==> config.mk <==
export PLATFORM = sky130hd
export DESIGN_NAME = b06_irq_requester
export DESIGN_NICKNAME = d
export VERILOG_FILES = /design/src/rtl/b06_pkg.sv /design/src/rtl/sat_updown_cnt.sv /design/src/rtl/b06_irq_requester.sv
export SDC_FILE = /design/constraint.sdc
export NUM_CORES = 1
export LEC_CHECK = 0
export ABC_AREA = 1
export BUFFER_PORTS_ARGS = -buffer_cell sky130_fd_sc_hd__buf_2
export CAP_MARGIN = 20
export CELL_PAD_IN_SITES_DETAIL_PLACEMENT = 2
export CELL_PAD_IN_SITES_GLOBAL_PLACEMENT = 2
export CORE_UTILIZATION = 34
export DETAILED_ROUTE_END_ITERATION = 16
export HOLD_SLACK_MARGIN = 0.05
export PLACE_DENSITY_LB_ADDON = 0.1
export SYNTH_ARGS = -nofsm -noshare
export SYNTH_HDL_FRONTEND = slang
export SYNTH_SLANG_ARGS = --single-unit
export TNS_END_PERCENT = 100
==> constraint.sdc <==
create_clock -name clock -period 3.99 [get_ports clock]
set_input_delay 0.1995 -clock clock [delete_from_list [all_inputs] [get_ports clock]]
set_output_delay 0.1995 -clock clock [all_outputs]
set_load 0.005 [all_outputs]
==> src/rtl/b06_pkg.sv <==
// rtl/b06_pkg.sv - shared codes and types for the b06 interrupt requester
package b06_pkg;

  localparam logic [1:0] CC_RESET  = 2'b00;
  localparam logic [1:0] CC_ENIN   = 2'b01;
  localparam logic [1:0] CC_INTR   = 2'b10;
  localparam logic [1:0] CC_ACKIN  = 2'b11;

  localparam logic [1:0] US_ACK    = 2'b00;
  localparam logic [1:0] US_NORM   = 2'b01;
  localparam logic [1:0] US_INTR_W = 2'b11;

  typedef enum logic {
    ENIN = 1'b0,
    INTR = 1'b1
  } req_type_e;

  typedef enum logic [1:0] {
    IDLE = 2'd0,
    REQ  = 2'd1,
    HOLD = 2'd2,
    REL  = 2'd3
  } state_e;

  // handler code that grants a request of the given type
  function automatic logic [1:0] req_code(input req_type_e t);
    return (t == INTR) ? CC_INTR : CC_ENIN;
  endfunction

  // handler status that closes a transaction of the given type
  function automatic logic [1:0] done_code(input req_type_e t);
    return (t == INTR) ? US_INTR_W : US_NORM;
  endfunction

endpackage

==> src/rtl/sat_updown_cnt.sv <==
// rtl/sat_updown_cnt.sv - saturating up/down pending-request counter
module sat_updown_cnt #(
  parameter int W = 3
) (
  input  logic clock,
  input  logic reset,
  input  logic inc,
  input  logic dec,
  output logic full,
  output logic empty
);

  localparam logic [W-1:0] ONE = W'(1);

  logic [W-1:0] count;

  assign full  = (count == {W{1'b1}});
  assign empty = (count == '0);

  // simultaneous inc and dec cancel; inc at full and dec at empty are ignored
  always_ff @(posedge clock) begin
    if (reset) begin
      count <= '0;
    end else if (inc && !dec && !full) begin
      count <= count + ONE;
    end else if (dec && !inc && !empty) begin
      count <= count - ONE;
    end
  end

endmodule

==> src/rtl/b06_irq_requester.sv <==
// rtl/b06_irq_requester.sv - peripheral-side requester closing the loop with the b06 handler
module b06_irq_requester
  import b06_pkg::*;
#(
  parameter int PEND_W    = 3,
  parameter int HOLD_CYC  = 2,
  parameter int TIMEOUT   = 15,
  parameter int CNT_W     = 4,
  parameter int CNT_LIMIT = 9
) (
  input  logic       clock,
  input  logic       reset,
  input  logic       req_enin,
  input  logic       req_intr,
  input  logic [1:0] cc_mux,
  input  logic [1:0] uscite,
  input  logic       enable_count,
  input  logic       ackout,
  output logic       eql,
  output logic       cont_eql,
  output logic       done_enin,
  output logic       done_intr,
  output logic       timeout_err,
  output logic       overflow,
  output logic       busy,
  output logic [7:0] ack_total
);

  localparam int WAIT_W = $clog2(TIMEOUT + 1);
  localparam int HOLD_W = $clog2(HOLD_CYC + 1);

  localparam logic [WAIT_W-1:0] WAIT_LAST = WAIT_W'(TIMEOUT - 1);
  localparam logic [WAIT_W-1:0] WAIT_ONE  = WAIT_W'(1);
  localparam logic [HOLD_W-1:0] HOLD_LAST = HOLD_W'(HOLD_CYC - 1);
  localparam logic [HOLD_W-1:0] HOLD_ONE  = HOLD_W'(1);
  localparam logic [CNT_W-1:0]  CNT_MATCH = CNT_W'(CNT_LIMIT);
  localparam logic [CNT_W-1:0]  CNT_ONE   = CNT_W'(1);

  state_e            state;
  state_e            state_nxt;
  req_type_e         cur_type;
  logic [WAIT_W-1:0] wait_cnt;
  logic [HOLD_W-1:0] hold_cnt;
  logic [CNT_W-1:0]  cnt;

  logic dispatch_enin;
  logic dispatch_intr;
  logic timed_out;
  logic finish;
  logic enin_full;
  logic enin_empty;
  logic intr_full;
  logic intr_empty;

  sat_updown_cnt #(.W(PEND_W)) u_pend_enin (
    .clock (clock),
    .reset (reset),
    .inc   (req_enin),
    .dec   (dispatch_enin),
    .full  (enin_full),
    .empty (enin_empty)
  );

  sat_updown_cnt #(.W(PEND_W)) u_pend_intr (
    .clock (clock),
    .reset (reset),
    .inc   (req_intr),
    .dec   (dispatch_intr),
    .full  (intr_full),
    .empty (intr_empty)
  );

  // state register
  always_ff @(posedge clock) begin
    if (reset) begin
      state <= IDLE;
    end else begin
      state <= state_nxt;
    end
  end

  // next-state and transaction events; interrupts win dispatch, grant wins over timeout
  always_comb begin
    state_nxt     = state;
    dispatch_enin = 1'b0;
    dispatch_intr = 1'b0;
    timed_out     = 1'b0;
    finish        = 1'b0;
    case (state)
      IDLE: begin
        if (!intr_empty) begin
          state_nxt     = REQ;
          dispatch_intr = 1'b1;
        end else if (!enin_empty) begin
          state_nxt     = REQ;
          dispatch_enin = 1'b1;
        end
      end
      REQ: begin
        if (cc_mux == CC_ACKIN) begin
          state_nxt = HOLD;
        end else if (wait_cnt == WAIT_LAST) begin
          state_nxt = IDLE;
          timed_out = 1'b1;
        end
      end
      HOLD: begin
        if (hold_cnt == HOLD_LAST) begin
          state_nxt = REL;
        end
      end
      REL: begin
        if (cc_mux != CC_ACKIN && uscite == done_code(cur_type)) begin
          state_nxt = IDLE;
          finish    = 1'b1;
        end
      end
      default: state_nxt = IDLE;
    endcase
  end

  // request level follows the handler code while waiting and is forced high while holding
  always_comb begin
    busy = (state != IDLE);
    eql  = (state == HOLD) || ((state == REQ) && (cc_mux == req_code(cur_type)));
  end

  // transaction datapath: latched type, phase timers, completion pulses, sticky overflow
  always_ff @(posedge clock) begin
    if (reset) begin
      cur_type    <= ENIN;
      wait_cnt    <= '0;
      hold_cnt    <= '0;
      done_enin   <= 1'b0;
      done_intr   <= 1'b0;
      timeout_err <= 1'b0;
      overflow    <= 1'b0;
    end else begin
      if (dispatch_intr) begin
        cur_type <= INTR;
      end else if (dispatch_enin) begin
        cur_type <= ENIN;
      end
      wait_cnt    <= (state == REQ)  ? wait_cnt + WAIT_ONE : '0;
      hold_cnt    <= (state == HOLD) ? hold_cnt + HOLD_ONE : '0;
      done_enin   <= finish && (cur_type == ENIN);
      done_intr   <= finish && (cur_type == INTR);
      timeout_err <= timed_out;
      overflow    <= overflow
                   | (req_enin && enin_full && !dispatch_enin)
                   | (req_intr && intr_full && !dispatch_intr);
    end
  end

  // enable_count cycle counter; the match cycle restarts it and fires a one-cycle cont_eql
  always_ff @(posedge clock) begin
    if (reset) begin
      cnt      <= '0;
      cont_eql <= 1'b0;
    end else if (enable_count && cnt == CNT_MATCH) begin
      cnt      <= '0;
      cont_eql <= 1'b1;
    end else begin
      cont_eql <= 1'b0;
      if (enable_count) begin
        cnt <= cnt + CNT_ONE;
      end
    end
  end

  // saturating tally of acknowledge cycles
  always_ff @(posedge clock) begin
    if (reset) begin
      ack_total <= 8'd0;
    end else if (ackout && ack_total != 8'hFF) begin
      ack_total <= ack_total + 8'd1;
    end
  end

endmodule

# Word level (Yosys, flattened, before mapping)
# Cells that the tools add are included.
# classes
add_sub_neg	8
eq_ne	17
muxes	24
bitwise	5
reduce_logical	39
# ops
cell	n
logical AND 1 bit	18
two-way mux 2 bit	8
two-way mux 3 bit	4
two-way mux 1 bit	11
adder 4 x 1 -> 4 bit (second input constant)	2
adder 8 x 1 -> 8 bit (second input constant)	1
== test 4 bit (second input constant)	2
zero test 1 bit	8
!= test 8 bit (second input constant)	1
case mux 2 bit (4 select lines)	1
nonzero test 2 bit	4
adder 3 x 1 -> 3 bit (second input constant)	2
== test 2 bit (second input constant)	3
== test 3 bit (second input constant)	2
zero test 3 bit	2
!= test 2 bit (second input constant)	3
!= test 3 bit (second input constant)	2
OR reduction 2 bit	3
subtractor 3 x 1 -> 3 bit (second input constant)	2
== test 2 x 1 -> 1 bit (second input constant)	2
== test 2 bit	2
AND reduction 4 bit	1
inverter 1 bit	3
OR reduction 3 bit	1
other kinds (4)	5
# word_totals
register_bits	32
input_bits	10
output_inout_bits	15
wordCells	106

# Longest topological paths before layout
# Gate-level depths: netlist of run 1.
# depth
depth_word	8
mapped_depth	12
ltp_nobuf	11

# Cells and area by module
# A second synthesis of run 1 with hierarchy kept.
# hier_totals
cells_unflattened	234
hier_area_um2	1631.6
# by_module_without_submodules
module	instances	cells_per_inst	area_per_inst_um2	seq_area_each_um2
b06_irq_requester	1	170	1243.7	520.5
sat_updown_cnt	2	32	193.9	60.1

# Worst setup path after synthesis of run 1
# No wires, ideal clock.
# synth_timing
path_type	register to register
from	reg u_pend_enin.count[0]
to	reg u_pend_enin.count[2]
t_arrival_ps	1567
required_ps	3875
setup_slack_ps	2308
path_stages_with_launch	10
path_buffers	0
synth_period_minus_slack_ps	1682
cell_sequence	dfxtp_1 > nor3_1 > inv_1 > nand2_4 > nand3_2 > fa_1 > inv_1 > nand4_1 > a21oi_1 > nor2_1
# synth_via
elab_chain_cells	8
word_cells_on_any_way	17
cone_classes	add/sub (2); eq/ne (1); mux (5); reduce/logical (9)
# synth_lines
element	line	text
start, declared	sat_updown_cnt.sv:15	logic [W-1:0] count;
start signal, assigned	sat_updown_cnt.sv:25	count <= count + ONE;
start signal, assigned	sat_updown_cnt.sv:27	count <= count - ONE;
zero test 3 bit	sat_updown_cnt.sv:18	assign empty = (count == '0);
two-way mux 1 bit	b06_irq_requester.sv:94	end else if (!enin_empty) begin
two-way mux 1 bit	b06_irq_requester.sv:91	if (!intr_empty) begin
two-way mux 1 bit	b06_irq_requester.sv:89	case (state)
zero test 1 bit	sat_updown_cnt.sv:24	end else if (inc && !dec && !full) begin
logical AND 1 bit (2 in series)	sat_updown_cnt.sv:24	
two-way mux 3 bit or nonzero test 2 bit (tied branches)	n/a	
# Several ways; a longest one is shown, not always the timed one. The select of a mux whose other input is x is not followed.
# A chain may end at the register's enable or synchronous reset.

# Final worst setup path of run 1
# Same ends and word-level chain as after synthesis.

==> flow_summary.yaml, run 1 <==
status:
  status: "finished, final reports clean"
clocking:
  cts_tree: "yes"
  htreeDepth: 2
  cts_resized: 0
  cts.sinks: 32
  postCtsSetupBuffers: 0
  worstSkewPairLatency_ps: 280
  ctsHoldBuffers: 0
  cts_buffers: 5
  clockRootBuffer: "clkbuf_8"
  cts_buffer_depth: 2
  clk_pin_slew_ps: 70
floorplanning:
  io_pins: 25
  die_w_um: 70.9
  die_area_mm2: 0.00503
  start_util: 0.363
  core_mm2: 0.00444
  die_h_um: 70.9
  fp-row-count: 24
grt:
  antenna_found_initial: 0
  grt_pass1_vias: 1646
  grt.total_usage: 0.200
  grt_max_degree: 17
  grt_pass1_wl_mm: 7.80
  overflow: 0
logic_synthesis:
  yosysUniqueCellTypes: 29
  syn-cell-area_mm2: 0.00161
  syn-instance-count: 221
  seq_area_frac_synth: 0.397
  synthesis.nets: 239
  postSynthAreaPerCell_um2: 7.30
  async_reset_ff_frac: 0
  yosys.area.top_type_share: 0.397
  ys_seq_elements: 32
  synth_edf_count: 0
  synth.largest_area_cell: "dfxtp_1"
  synthTopCellsByArea: "dfxtp_1, nand2_1, inv_1"
  synth-warning-count: 0
  synthFlopType: "dfxtp_1"
layout:
  mostFrequentLayoutCells: "nand2_1, nor2_1, inv_1, dfxtp_1, buf_2"
  final_common_cell: "nand2_1"
  final_nets: 267
  diodes: 0
  drive_gt1_frac: 0.160
  multi_input_comb_area_um2: 822
  nFillCells: 534
  seqCellArea_um2: 641
  area_delta_synth_final_pct: 15.8
timing:
  worst_slew_pin_slew_ps: 536
  layout_min_cycle_time_ps: 1930
  fin_skew_ps: 3.13
  timing.hold.ws_ps: 207
  hold_violations: 0
  slew_violations: 0
  max_slew_margin: 0.642
  rsz0062_at_grt: "no"
  period_share: 0.484
  final.setup.tns_ps: 0
  finalSetupViolCount: 0
  fmax_mhz: 518
critical_path:
  reg2reg_to: "u_pend_enin.count[2]"
  r2r_slack_ps: 2060
  cp.arrival_ps: 2110
  crit_buf_inv: 2
  crit_family: "simple AND/OR/NAND/NOR gates"
  crit_path_frequent_cell: "inv_1"
  cp_max_fo: 5
  worstReg2RegStart: "u_pend_enin.count[0]"
  reg2reg_depth: 9
  critPathMaxStageDelay_ps: 400
  cp_data_required_time_ps: 4170
  endpoint_kind: "flop"
  slowest_stage: "fa_1"
  worstPathCellList: "nor3_1 > inv_1 > nand2_4 > nand3_2 > fa_1 > inv_1 > nand4_1 > a21oi_1 > nor2_1"
  start_kind: "flop"
  path_class: "reg2reg"
placed_design:
  gp_congestion: 0.711
  io_buffers: 24
  hpwl_mm: 3.26
pwr:
  power_density_mw_per_mm2: 582
  p_leak_nw: 0.874
  seqPwrFrac: 0.396
  power_switching_mw: 0.445
  pwr-share-clk: 0.244
  share_comb_of_total_power: 0.360
  internal-power_mw: 0.643
  switching_share: 0.409
  peakVddDrop_mv: 0.171
drt:
  totalWireLength_mm: 4.44
  num_vias: 1509
  first_pass_iters: 5
  via_per_inst: 5.00
  drc: 0
  dr.first_iter.drc_count: 20
  ant_nets: 0
  wl_per_cell_um: 14.7
min_path:
  hp-class: "in2reg"
  holdPathEnd: "ack_total[3]"
  min_path_cells: 2
  hp-start: "reset"
flow_run:
  max-cap-violations: 0
how the worst max path moves through the flow:
| stage | from | endpoint | slack, ps | cells past startpoint |
|---|---|---|---|---|
| 6_report | u_pend_enin.count[0] | u_pend_enin.count[2] | 2060 | 9 |
| 2_1_floorplan | u_pend_enin.count[0] | u_pend_enin.count[2] | 2310 | 9 |
| 5_1_grt | u_pend_enin.count[0] | u_pend_enin.count[2] | 1910 | 9 |
| 3_5_place_dp | u_pend_enin.count[0] | u_pend_enin.count[2] | 2080 | 9 |
| 3_3_place_gp | u_pend_enin.count[0] | u_pend_enin.count[2] | 2200 | 9 |
| 4_1_cts | u_pend_intr.count[0] | u_pend_intr.count[2] | 2030 | 10 |
sequential cells by signal, summed over array words and instances, names as in the netlist, named ones only:
name,count
done_enin,1
cont_eql,1
u_pend_enin.count,3
cnt,4
ack_total,8
wait_cnt,4
cur_type,1
done_intr,1
overflow,1
timeout_err,1
hold_cnt,2
state,1
u_pend_intr.count,3
cells by family after synthesis:
family | Yosys count | synth area share
DFF | 32 | 0.397
muxes | 1 | 0.00620
xor gates and xnor gates | 4 | 0.0217
buffers and inverters | 38 | 0.0938
and+or+nand+nor | 109 | 0.318
AOI/OAI and AO/OA | 29 | 0.0923
adders and majority gates | 8 | 0.0713
power groups by stage:
stage	combinational, mW	clock (mW)	sequential (mW)
after floorplan	0.292	0	0.420
after global placement	0.359	0	0.434
after detailed placement	0.389	0	0.438
after CTS	0.399	0.273	0.432
after global routing	0.453	0.285	0.438
final	0.392	0.265	0.431
metrics by stage:
| stage | util | power [mW] | cells | instance area (um2) | setup WS, ps |
|---|---|---|---|---|---|
| floorplan | - | 0.712 | 221 | 1610 | 2310 |
| global placement | 0.400 | 0.792 | 294 | 1780 | 2200 |
| detailed placement | 0.400 | 0.827 | 294 | 1780 | 2080 |
| CTS | 0.421 | 1.10 | 302 | 1870 | 2030 |
| global route | 0.421 | 1.18 | 302 | 1870 | 1910 |
| finish | 0.421 | 1.09 | 302 | 1870 | 2060 |
cells in the mapped netlist (2+ instances only):
library cell and n:
nor3_1 4, dfxtp_1 32, inv_2 3, nor4_1 2, inv_1 32, nand2_2 2
fa_1 2, nand2_1 41, nand3_2 2, xnor2_1 4, a21oi_1 16, nand4_1 8
nor2_1 32, o21ai_0 8, nand3_1 12, o21ai_1 3, ha_1 6
area by class of cell:
class,count,share of cell area
inverter,35,0.0703
tap,52,0.0348
clock buffer,8,0.0482
multi-input combinational,151,0.440
timing repair buffer,24,0.0643
sequential,32,0.343
worst register-to-register path: stages (launching register included):
cell and delay [ps]:
dfxtp_1 360, nor3_1 290, inv_1 160, nand2_4 100
nand3_2 90, fa_1 400, inv_1 70, nand4_1 110
a21oi_1 180, nor2_1 60
metal layers:
| metal | global-route usage | wire (um) | up-vias |
|---|---|---|---|
| met4 | 0.0511 | 37 | 0 |
| li1 | - | - | 762 |
| met3 | 0.0470 | 129 | 5 |
| met1 | 0.246 | 2050 | 719 |
| met5 | 0 | 0 | - |
| met2 | 0.351 | 2220 | 23 |
No activity file was read; power rests on OpenSTA's default activity.
==> run 2, diff against run 1 <==
--- a/config.mk
+++ b/config.mk
@@ -10,7 +10,7 @@
 export CAP_MARGIN = 20
 export CELL_PAD_IN_SITES_DETAIL_PLACEMENT = 2
 export CELL_PAD_IN_SITES_GLOBAL_PLACEMENT = 2
-export CORE_UTILIZATION = 34
+export CORE_UTILIZATION = 31
 export DETAILED_ROUTE_END_ITERATION = 16
 export HOLD_SLACK_MARGIN = 0.05
 export PLACE_DENSITY_LB_ADDON = 0.1
==> constraint.sdc (replaced) <==
create_clock -name clock -period 1.8 [get_ports clock]
set_input_delay 0.09 -clock clock [delete_from_list [all_inputs] [get_ports clock]]
set_output_delay 0.09 -clock clock [all_outputs]
set_load 0.005 [all_outputs]
==> run 2 against run 1 <==
  * Clock skew is 2.4 ps higher
  * Power grew to 2.6 times the previous value
  * Flip-flop and latch count is the same
  * Global-route usage fell by 1.7 points
  * Hold slack worse by 110 ps
  * Sequential power up 120%
  * Combinational power increased to 2.9 times the previous value
  * Via count grew 3.0%
  * Utilization shrank 0.11 points
  * Die area grew 9.4%
  * Highest routed layer unchanged
==> flow_summary.yaml, run 2 (same netlist as run 1, synthesis figures left out) <==
layout:
  nFillCells: 606
  final_common_cell: "nand2_1"
  diodes: 0
  drive_gt1_frac: 0.236
  seqCellArea_um2: 644
  largest_reg_flops: 8
  multi_input_comb_area_um2: 843
  mostFrequentLayoutCells: "nand2_1, nor2_1, inv_1, dfxtp_1, buf_2"
  reg_top3: "ack_total x8, cnt x4, wait_cnt x4"
  top_register: "ack_total"
  final_nets: 280
  area_delta_synth_final_pct: 26.8
critical_path:
  worstPathCellList: "nor3_4 > inv_2 > nand2_4 > nand3_4 > fa_2 > inv_2 > nand4_1 > nand3_1 > nand2_1 > nor2_1"
  path_class: "reg2reg"
  reg2reg_depth: 10
  slowest_stage: "fa_2"
  cp_max_fo: 3
  critPathMaxStageDelay_ps: 380
  crit_path_frequent_cell: "inv_2"
  start_kind: "flop"
  endpoint_kind: "flop"
  cp.arrival_ps: 1940
  cp_data_required_time_ps: 2030
pwr:
  power_density_mw_per_mm2: 1390
  internal-power_mw: 1.80
  pwr-share-clk: 0.274
  power_switching_mw: 1.04
  switching_share: 0.367
  peakVddDrop_mv: 0.369
  seqPwrFrac: 0.329
  share_comb_of_total_power: 0.397
  p_leak_nw: 0.958
flow_run:
  max-cap-violations: 0
placed_design:
  pre_cts_ws_ps: -41.9
  io_buffers: 24
  gp_congestion: 0.748
  hpwl_mm: 3.15
timing:
  fmax_mhz: 584
  fin_skew_ps: 5.55
  period_share: 0.951
  finalSetupViolCount: 0
  layout_min_cycle_time_ps: 1710
  hold_violations: 0
  layout_setup_ws_ps: 88.4
  worst_slew_pin_slew_ps: 250
  slew_violations: 0
  rsz0062_at_grt: "yes"
  max_slew_margin: 0.832
  final.setup.tns_ps: 0
floorplanning:
  die_h_um: 74.2
  start_util: 0.331
  io_pins: 25
  fp-row-count: 25
  die_w_um: 74.2
  core_mm2: 0.00488
  die_area_mm2: 0.00550
clocking:
  cts.sinks: 32
  cts_buffer_depth: 2
  clk_pin_slew_ps: 80
  clockRootBuffer: "clkbuf_8"
  worstSkewPairLatency_ps: 290
  cts_tree: "yes"
  htreeDepth: 2
  cts_buffers: 5
status:
  status: "finished, final reports clean"
drt:
  totalWireLength_mm: 4.37
  first_pass_iters: 3
  drc: 0
  via_per_inst: 4.71
  num_vias: 1555
  wl_per_cell_um: 13.2
  ant_nets: 0
  dr.first_iter.drc_count: 44
grt:
  grt.total_usage: 0.183
  antenna_found_initial: 0
  grt_pass1_vias: 1660
  grt_max_degree: 12
  overflow: 0
  grt_pass1_wl_mm: 7.66
min_path:
  hp-class: "in2reg"
  min_path_cells: 2
-- run 2: layout make-up --
type | instances | area share
Clock inverter | 1 | 0.0147
Multi-Input combinational cell | 151 | 0.412
Sequential cell | 32 | 0.315
Inverter | 35 | 0.0642
Tap cell | 67 | 0.0410
Clock buffer | 7 | 0.0471
Timing Repair Buffer | 37 | 0.106
-- run 2: power groups by stage --
stage                     clock [mW]  sequential, mW  combinational, mW
after CTS                      0.798           0.919               1.05
after floorplan                    0           0.931              0.646
after detailed placement           0           0.927              0.973
after global placement             0           0.923              0.949
after global routing           0.840           0.955               1.29
final                          0.777           0.935               1.13
-- run 2: worst max-delay path: cells and delay by family (launching register included) --
kind / cells / cell delay, ps
DFF: 1 / 340
buffers and inverters: 2 / 140
adders and majority gates: 1 / 380
and+or+nand+nor: 7 / 790
-- run 2: per-stage QoR --
step | cell area [um2] | power [mW] | std cells | utilization | hold WS [ps]
floorplan | 1610 | 1.58 | 221 | - | 250
global placement | 1870 | 1.87 | 318 | 0.382 | 396
detailed placement | 1870 | 1.90 | 318 | 0.382 | 399
CTS | 2000 | 2.76 | 327 | 0.411 | 92.2
global route | 2050 | 3.08 | 330 | 0.419 | 92.4
finish | 2050 | 2.84 | 330 | 0.419 | 93.0
-- run 2: routing by layer --
layer / GRT usage / wire, um
met3: 0.0488 / 148
met2: 0.325 / 2270
met4: 0.0470 / 22
met5: 0 / 0
met1: 0.218 / 1930
-- run 2: final timing paths --
path	from	endpoint	slack [ps]
min reg2reg	hold_cnt[0]	hold_cnt[0]	420
max	u_pend_enin.count[0]	u_pend_enin.count[2]	90
max reg2reg	u_pend_enin.count[0]	u_pend_enin.count[2]	90
min	reset	cur_type	90
-- run 2: repair_timing --
action,4_1_cts,5_1_grt
pin swaps,1,8
hold buffers,0,0
gates resized for setup,2,7
setup buffers,1,3
setup endpoints to repair,1,2
